==> config.mk <==
export PLATFORM = sky130hd
export DESIGN_NAME = hc595_chain_ctrl
export DESIGN_NICKNAME = d
export VERILOG_FILES = /design/src/rtl/hc595_chain_ctrl.sv
export SDC_FILE = /design/constraint.sdc
export NUM_CORES = 1
export LEC_CHECK = 0
export ABC_AREA = 1
export CORE_UTILIZATION = 60
export CTS_BUF_LIST = sky130_fd_sc_hd__clkbuf_2
export DETAILED_ROUTE_END_ITERATION = 8
export GPL_TIMING_DRIVEN = 1
export PLACE_DENSITY = 0.8
export SLEW_MARGIN = 40
export SYNTH_ARGS = -nofsm -noshare
export SYNTH_HDL_FRONTEND = slang
export SYNTH_SLANG_ARGS = --single-unit
export TNS_END_PERCENT = 20
==> constraint.sdc <==
create_clock -name clk -period 2.3 [get_ports clk]
set_input_delay 0.46 -clock clk [delete_from_list [all_inputs] [get_ports clk]]
set_output_delay 0.46 -clock clk [all_outputs]
set_load 0.02 [all_outputs]
==> src/rtl/hc595_chain_ctrl.sv <==
// Commit-driven frame sequencer for a daisy chain of 74HC595s, fed from a per-chip shadow file.
// Define HC595_AUTO_REFRESH_EN to re-send the shadow file every REFRESH_PERIOD cycles.
module hc595_chain_ctrl #(
    parameter int NUM_CHIPS      = 2,
    parameter int CLK_DIV        = 4,
    parameter int REFRESH_PERIOD = 1_200_000,
    localparam int AW            = (NUM_CHIPS > 1) ? $clog2(NUM_CHIPS) : 1
) (
    input  logic          clk,
    input  logic          rst,
    input  logic          wr_en,
    input  logic [AW-1:0] wr_addr,
    input  logic [7:0]    wr_data,
    input  logic          commit,
    output logic          busy,
    output logic          frame_done,
    output logic          ds,
    output logic          sh_cp,
    output logic          st_cp,
    output logic [2:0]    dbg_state
);

    localparam int NBITS = 8 * NUM_CHIPS;
    localparam int CW    = (CLK_DIV > 1) ? $clog2(CLK_DIV) : 1;
    localparam int BW    = $clog2(NBITS);
    localparam logic [CW-1:0] CNT_LAST = CW'(CLK_DIV - 1);
    localparam logic [BW-1:0] BIT_LAST = BW'(NBITS - 1);

    typedef enum logic [2:0] {
        IDLE     = 3'd0,
        BIT_LO   = 3'd1,
        BIT_HI   = 3'd2,
        LATCH_LO = 3'd3,
        LATCH_HI = 3'd4,
        DONE     = 3'd5
    } state_e;

    state_e           state_q;
    logic [CW-1:0]    cnt_q;
    logic [BW-1:0]    bit_q;
    logic [NBITS-1:0] shreg_q;
    logic             pending_q;
    logic [7:0]       shadow_q [NUM_CHIPS];
    logic             busy_q;
    logic             frame_done_q;
    logic             ds_q;
    logic             sh_cp_q;
    logic             st_cp_q;

    logic [7:0]       shadow_d [NUM_CHIPS];
    logic [NBITS-1:0] snap_d;
    logic             half_end;
    logic             start;
    logic             refresh_hit;

    // Out-of-range addresses match no entry, so such writes simply fall away.
    // The snapshot is taken from the post-write view so a same-cycle write is included.
    always_comb begin
        snap_d = '0;
        for (int i = 0; i < NUM_CHIPS; i++) begin
            shadow_d[i] = shadow_q[i];
            if (wr_en && (int'(wr_addr) == i)) begin
                shadow_d[i] = wr_data;
            end
            snap_d[8*i +: 8] = shadow_d[i];
        end
    end

    assign half_end = (cnt_q == CNT_LAST);
    assign start    = (state_q == IDLE) && (commit || pending_q || refresh_hit);

`ifdef HC595_AUTO_REFRESH_EN
    localparam int RW = (REFRESH_PERIOD > 1) ? $clog2(REFRESH_PERIOD) : 1;
    logic [RW-1:0] refresh_q;

    assign refresh_hit = (refresh_q == RW'(REFRESH_PERIOD - 1));

    always_ff @(posedge clk) begin
        if (rst || start || refresh_hit) begin
            refresh_q <= '0;
        end else begin
            refresh_q <= refresh_q + RW'(1);
        end
    end
`else
    assign refresh_hit = 1'b0;
`endif

    always_ff @(posedge clk) begin
        if (rst) begin
            state_q      <= IDLE;
            cnt_q        <= '0;
            bit_q        <= '0;
            shreg_q      <= '0;
            pending_q    <= 1'b0;
            busy_q       <= 1'b0;
            frame_done_q <= 1'b0;
            ds_q         <= 1'b0;
            sh_cp_q      <= 1'b0;
            st_cp_q      <= 1'b0;
            for (int i = 0; i < NUM_CHIPS; i++) begin
                shadow_q[i] <= '0;
            end
        end else begin
            for (int i = 0; i < NUM_CHIPS; i++) begin
                shadow_q[i] <= shadow_d[i];
            end
            if ((state_q != IDLE) && (commit || refresh_hit)) begin
                pending_q <= 1'b1;
            end
            case (state_q)
                IDLE: begin
                    if (start) begin
                        shreg_q   <= snap_d;
                        ds_q      <= snap_d[NBITS-1];
                        cnt_q     <= '0;
                        bit_q     <= '0;
                        pending_q <= 1'b0;
                        busy_q    <= 1'b1;
                        sh_cp_q   <= 1'b0;
                        state_q   <= BIT_LO;
                    end
                end
                BIT_LO: begin
                    if (half_end) begin
                        cnt_q   <= '0;
                        sh_cp_q <= 1'b1;
                        state_q <= BIT_HI;
                    end else begin
                        cnt_q <= cnt_q + CW'(1);
                    end
                end
                BIT_HI: begin
                    if (half_end) begin
                        // ds moves together with the falling sh_cp, never while it is high.
                        cnt_q   <= '0;
                        sh_cp_q <= 1'b0;
                        if (bit_q == BIT_LAST) begin
                            ds_q    <= 1'b0;
                            state_q <= LATCH_LO;
                        end else begin
                            bit_q   <= bit_q + BW'(1);
                            shreg_q <= {shreg_q[NBITS-2:0], 1'b0};
                            ds_q    <= shreg_q[NBITS-2];
                            state_q <= BIT_LO;
                        end
                    end else begin
                        cnt_q <= cnt_q + CW'(1);
                    end
                end
                LATCH_LO: begin
                    if (half_end) begin
                        cnt_q   <= '0;
                        st_cp_q <= 1'b1;
                        state_q <= LATCH_HI;
                    end else begin
                        cnt_q <= cnt_q + CW'(1);
                    end
                end
                LATCH_HI: begin
                    if (half_end) begin
                        cnt_q        <= '0;
                        st_cp_q      <= 1'b0;
                        frame_done_q <= 1'b1;
                        state_q      <= DONE;
                    end else begin
                        cnt_q <= cnt_q + CW'(1);
                    end
                end
                DONE: begin
                    frame_done_q <= 1'b0;
                    busy_q       <= 1'b0;
                    state_q      <= IDLE;
                end
                default: begin
                    state_q <= IDLE;
                end
            endcase
        end
    end

    assign busy       = busy_q;
    assign frame_done = frame_done_q;
    assign ds         = ds_q;
    assign sh_cp      = sh_cp_q;
    assign st_cp      = st_cp_q;
    assign dbg_state  = state_q;

endmodule

==> results of run 1 <==
per-stage QoR:
stage               utilization [%]  total power [W]  cells  worst slack, ns  area (µm²)
floorplan                         -          0.00180    312            0.912        2110
global route                   69.0          0.00244    372            0.111        2320
CTS                            69.0          0.00224    372            0.176        2320
global placement               68.1          0.00194    366            0.229        2290
finish                         69.0          0.00224    372            0.191        2320
detailed placement             68.1          0.00195    366            0.186        2290
where the power goes:
part / leakage, nW / switching, W / internal [W]
sequential: 0.378 / 0.000103 / 0.000976
clock: 0.0223 / 0.000232 / 0.0000604
combinational: 0.637 / 0.000569 / 0.000296
sequential cells by signal, indices dropped and copies added (netlist names):
register,cells
dbg_state,3
busy,1
frame_done,1
ds,1
shadow_q,16
bit_q,4
st_cp,1
pending_q,1
sh_cp,1
cnt_q,2
shreg_q,15
cell usage after synthesis (2+ instances only):
master,number
sky130_fd_sc_hd__nand2_1,89
sky130_fd_sc_hd__nor2_1,56
sky130_fd_sc_hd__dfxtp_1,46
sky130_fd_sc_hd__o21ai_0,34
sky130_fd_sc_hd__a21oi_1,20
sky130_fd_sc_hd__inv_1,20
sky130_fd_sc_hd__nand3_1,16
sky130_fd_sc_hd__buf_4,5
sky130_fd_sc_hd__clkbuf_1,5
sky130_fd_sc_hd__inv_2,4
sky130_fd_sc_hd__buf_6,3
sky130_fd_sc_hd__ha_1,2
sky130_fd_sc_hd__nand2_2,2
sky130_fd_sc_hd__nand3_2,2
final timing paths:
check                           slack, ns            to    startpoint
worst max-delay path                 0.19  dbg_state[2]  dbg_state[2]
worst min-delay path                 0.48    shreg_q[0]    shreg_q[0]
worst max register to register       0.45    shreg_q[2]      cnt_q[0]
worst min register to register       0.48    shreg_q[0]    shreg_q[0]
metal layers:
metal / vias to the layer above / share of wire (%) / global-route usage (%)
met4: 0 / 1.3 / 10.2
met3: 7 / 4.1 / 6.93
met2: 23 / 44 / 42.4
met1: 868 / 51 / 33.6
li1: 1015 / - / -
met5: - / 0 / 0
area by class of cell:
| class | count | area (µm²) |
|---|---|---|
| Fill cell | 323 | 1040 |
| Sequential cell | 46 | 921 |
| Multi-Input combinational cell | 228 | 1010 |
| Timing Repair Buffer | 22 | 215 |
| Clock buffer | 5 | 25.0 |
| Clock inverter | 1 | 3.75 |
| Inverter | 24 | 90.1 |
| Tap cell | 46 | 57.6 |
cells by family after synthesis:
family | after synthesis | synth area share, %
and+or+nand+nor | 169 | 32.7
DFF | 46 | 43.6
AOI/OAI and AO/OA | 57 | 13.7
buffers and inverters | 38 | 8.76
adders and majority gates | 2 | 1.18
==> results_dict.tcl, run 1 <==
set metrics [dict create \
    drtAntennaViolNets 0 \
    total_leakage_power_nw 1.04 \
    via_per_inst 5.14 \
    worstPathCellList "clkdlybuf4s50_1" \
    most-common-layout-cells "sky130_fd_sc_hd__nand2_1 (89), sky130_fd_sc_hd__nor2_1 (56), sky130_fd_sc_hd__dfxtp_1 (46), sky130_fd_sc_hd__o21ai_0 (34)" \
    synth_enable_flop_cells 0 \
    drc 0 \
    path_depth 1 \
    count_of_different_cell_masters_after_synthesis 22 \
    final_weighted_congestion_of_routability_driven_global_placement 0.823 \
    cp-start-kind "register" \
    clock_tree_buf_depth 2 \
    dieHeight_um 61.3 \
    hpwl_after_detailed_placement_mm 3.04 \
    numCtsBuffers 5 \
    synth-seq-cells 46 \
    antenna_cells 0 \
    crit_required_ns 1.84 \
    drtIter0Drc 113 \
    library_cell_contributing_the_largest_single_delay_on_the_critical_path "sky130_fd_sc_hd__clkdlybuf4s50_1" \
    vias_in_the_first_global_route 1677 \
    worst_hold_slack_ns 0.484 \
    critical_path.max_stage_delay_ns 0.68 \
    clk_transition_reported_paths_ns 0.21 \
    synth_top_area_cell "sky130_fd_sc_hd__dfxtp_1" \
    dominantRegCellSynth "sky130_fd_sc_hd__dfxtp_1" \
    coreArea_um2 3360 \
    detail_route.wirelength_mm 4.35 \
    timing.hold.worst.class "reg -> reg" \
    row_count 21 \
    timing_hold_violations_final 0 \
    floorplan.die.width_um 61.3 \
    cts_root_buf "sky130_fd_sc_hd__clkbuf_2" \
    slew_viol_final 0 \
    number_of_nets_in_the_finished_design 342 \
    irDropWorstVdd_uv 502 \
    final_critical_period_ns 2.11 \
    post_dr_wirelength_cell_um 11.7 \
    globalRouteTotalUtil_pct 26.2 \
    timing.reg2reg.worst_path_depth 7 \
    ctsHtreeMaxLevel 2 \
    syn2layout_area_growth_pct 9.77 \
    cap_violations 0 \
    via_count 1913 \
    synth_top_cells_by_area "sky130_fd_sc_hd__dfxtp_1 (44%), sky130_fd_sc_hd__nand2_1 (16%), sky130_fd_sc_hd__nor2_1 (9.9%)" \
    critPathBufInv 1 \
    status "finished clean" \
    postSynthAreaPerCell_um2 6.77 \
    finClkSkew_ns 0.0204 \
    totalNegativeSetupSlack_ns 0 \
    timing.fmax_mhz 474 \
    timing.critical_path.arrival_ns 1.65 \
    antenna_found_initial 0 \
    design.portCount 21 \
    synth_top_area_share_pct 43.6 \
    drt_pre_antenna_iters 4 \
    final_common_cell "sky130_fd_sc_hd__nand2_1" \
    post-cts-setup-buffer-count 0 \
    dieArea_um2 3760 \
    path_delay_family "buffers and inverters" \
    cp-end-kind "output port" \
    global_route_wire_length_before_repair_mm 7.21 \
    relSlewSlack_pct 55.2 \
    final.period_utilization_pct 91.7 \
    postSynthCellCount 312 \
    clock-sinks 46 \
    power.density_cell_area_nw_per_um2 964 \
    postSynth.asyncResetShare_pct 0 \
    holdBufCountCts 0 \
    post_synthesis_instance_area_um2 2110 \
    worstMarginPinSlew_ns 0.671 \
    final_layout_size_suffix_gt1_share_pct 5.83 \
    cts_resized 0 \
    synth_seq_area_share_pct 43.6 \
    initial_standard_cell_utilization_of_the_core_pct 62.8 \
    number_of_setup_violations_in_the_final_report 0 \
    place.port_buffers 20 \
    synthesis.yosys.warnings 0 \
    grt_start_max_net_pins 27 \
    crit_path_max_fanout 8 \
    grt_overflow_total 0 \
    rsz0062_at_grt "false" \
    synthesized_netlist_net_count 327 \
    tritoncts "yes" \
    clkLatencyLatePin_ns 0.40 \
    min_delay_path_depth 2 \
    worst-setup-path-type "reg -> out" \
]
(Power assumes the default switching activity.)
==> inputs of run 2 (changes only) <==
CTS_CLUSTER_DIAMETER = 150   (was not set)
GPL_TIMING_DRIVEN = not set   (was 1)
RECOVER_POWER = 25   (was not set)
==> run 2 against run 1 <==
- wire length up 0.16%
- total power shrank 0.25%
- critical path depth unchanged
- largest power group unchanged
- clock power hardly changed
- final cell count unchanged
- first-iteration DRC count is 3.5% higher
- setup slack improved by 0.017 ns
- count of clock-buffer cells in the layout stayed put
- register-to-register slack worse by 0.07 ns
==> results_dict.tcl, run 2 (synthesized netlist as in run 1, its figures left out) <==
set metrics [dict create \
    final_critical_period_ns 2.09 \
    capture_endpoint_of_the_worst_hold_path "shreg_q[0]" \
    initial_standard_cell_utilization_of_the_core_pct 62.8 \
    final.period_utilization_pct 91.0 \
    timing.critical_path.arrival_ns 1.63 \
    detail_route.wirelength_mm 4.35 \
    rsz0062_at_grt "false" \
    status "finished clean" \
    ctsHtreeMaxLevel 2 \
    drtIter0Drc 117 \
    vias_in_the_first_global_route 1677 \
    tritoncts "yes" \
    design.portCount 21 \
    worstPathCellList "clkdlybuf4s50_1" \
    regMostFlops "shadow_q" \
    via_count 1901 \
    crit_required_ns 1.84 \
    path_delay_family "buffers and inverters" \
    worstMarginPinSlew_ns 0.668 \
    post-place-cells 366 \
    number_of_nets_in_the_finished_design 342 \
    syn2layout_area_growth_pct 9.53 \
    cp-start-kind "register" \
    drt_pre_antenna_iters 4 \
    timing.hold.worst.class "reg -> reg" \
    cts_root_buf "sky130_fd_sc_hd__clkbuf_2" \
    timing.reg2reg.worst_path_depth 7 \
    r2r-start "cnt_q[0]" \
    number_of_setup_violations_in_the_final_report 0 \
    antenna_found_initial 0 \
    floorplan.die.width_um 61.3 \
    finish.cell_count_without_fillers 372 \
    numCtsBuffers 5 \
    final_layout_size_suffix_gt1_share_pct 5.21 \
    row_count 21 \
    timing.reg2reg.setup_slack_ns 0.38 \
    most-common-layout-cells "sky130_fd_sc_hd__nand2_1 (89), sky130_fd_sc_hd__nor2_1 (56), sky130_fd_sc_hd__dfxtp_1 (46), sky130_fd_sc_hd__o21ai_0 (34), sky130_fd_sc_hd__inv_1 (21)" \
    drc 0 \
    drtAntennaViolNets 0 \
    cts_resized 0 \
    total_leakage_power_nw 1.04 \
    timing.fmax_mhz 478 \
    global_route_wire_length_before_repair_mm 7.21 \
    critPathBufInv 1 \
    layout_top_registers "shadow_q (16), shreg_q (15), bit_q (4)" \
    via_per_inst 5.11 \
    place.port_buffers 20 \
    power.density_cell_area_nw_per_um2 964 \
    clock_tree_buf_depth 2 \
    antenna_cells 0 \
    hpwl_after_detailed_placement_mm 3.04 \
    worst-setup-path-type "reg -> out" \
    irDropWorstVdd_uv 500 \
    final_common_cell "sky130_fd_sc_hd__nand2_1" \
    timing_hold_violations_final 0 \
    rr_endpoint "shreg_q[2]" \
    critical_path.max_stage_delay_ns 0.67 \
    crit_path_max_fanout 8 \
    dieHeight_um 61.3 \
    grt_overflow_total 0 \
    final_weighted_congestion_of_routability_driven_global_placement 0.823 \
    cp-end-kind "output port" \
    coreArea_um2 3360 \
    cap_violations 0 \
    slew_viol_final 0 \
    finClkSkew_ns 0.0220 \
    final_core_util_pct 68.8 \
    post-cts-setup-buffer-count 0 \
    relSlewSlack_pct 55.4 \
    flip_flop_count_of_the_largest_register_after_layout 16 \
    min_delay_path_depth 2 \
    clk_transition_reported_paths_ns 0.21 \
    clkLatencyLatePin_ns 0.41 \
    clock-sinks 46 \
    holdBufCountCts 0 \
    library_cell_contributing_the_largest_single_delay_on_the_critical_path "sky130_fd_sc_hd__clkdlybuf4s50_1" \
    globalRouteTotalUtil_pct 26.2 \
    post_dr_wirelength_cell_um 11.7 \
    grt_start_max_net_pins 27 \
    worst_min_path_start "shreg_q[0]" \
    dieArea_um2 3760 \
    totalNegativeSetupSlack_ns 0 \
]
## run 2: worst max-delay path by stage
| stage | slack (ns) | depth (start not counted) | startpoint | end |
|---|---|---|---|---|
| after CTS | 0.18 | 1 | dbg_state[2] | dbg_state[2] |
| after global placement | 0.23 | 7 | wr_addr | shreg_q[4] |
| final | 0.21 | 1 | dbg_state[2] | dbg_state[2] |
| after global routing | 0.13 | 1 | dbg_state[2] | dbg_state[2] |
| after detailed placement | 0.19 | 7 | wr_addr | shreg_q[4] |
| after floorplan | 0.91 | 8 | wr_addr | shreg_q[1] |
## run 2: per-layer routing
layer  GRT usage [%]  part of all wire (%)  vias to the layer above
met4            10.2                   1.3                        0
met1            33.6                    51                      858
met3            6.93                   3.4                        7
li1                -                     -                     1015
met5               0                     0                        -
met2            42.4                    44                       21
## run 2: power by group
part	leakage, nW	internal, W	switching, W
sequential	0.378	0.000976	0.000102
clock	0.0223	0.0000604	0.000232
combinational	0.636	0.000294	0.000567
total	1.04	0.00133	0.000900
## run 2: through the flow
stage / setup WS (ns) / cell area [µm²] / power (W) / hold WS (ns)
floorplan: 0.912 / 2110 / 0.00180 / 0.440
global placement: 0.229 / 2290 / 0.00194 / 0.453
detailed placement: 0.186 / 2290 / 0.00195 / 0.460
CTS: 0.176 / 2320 / 0.00224 / 0.482
global route: 0.129 / 2310 / 0.00243 / 0.496
finish: 0.207 / 2310 / 0.00223 / 0.483
## run 2: area by class of cell
type,count,area [µm²]
inverter,24,90.1
clock inverter,1,3.75
multi-input combinational,228,1000
tap,46,57.6
fill,324,1050
timing repair buffer,22,215
clock buffer,5,25.0
sequential,46,921
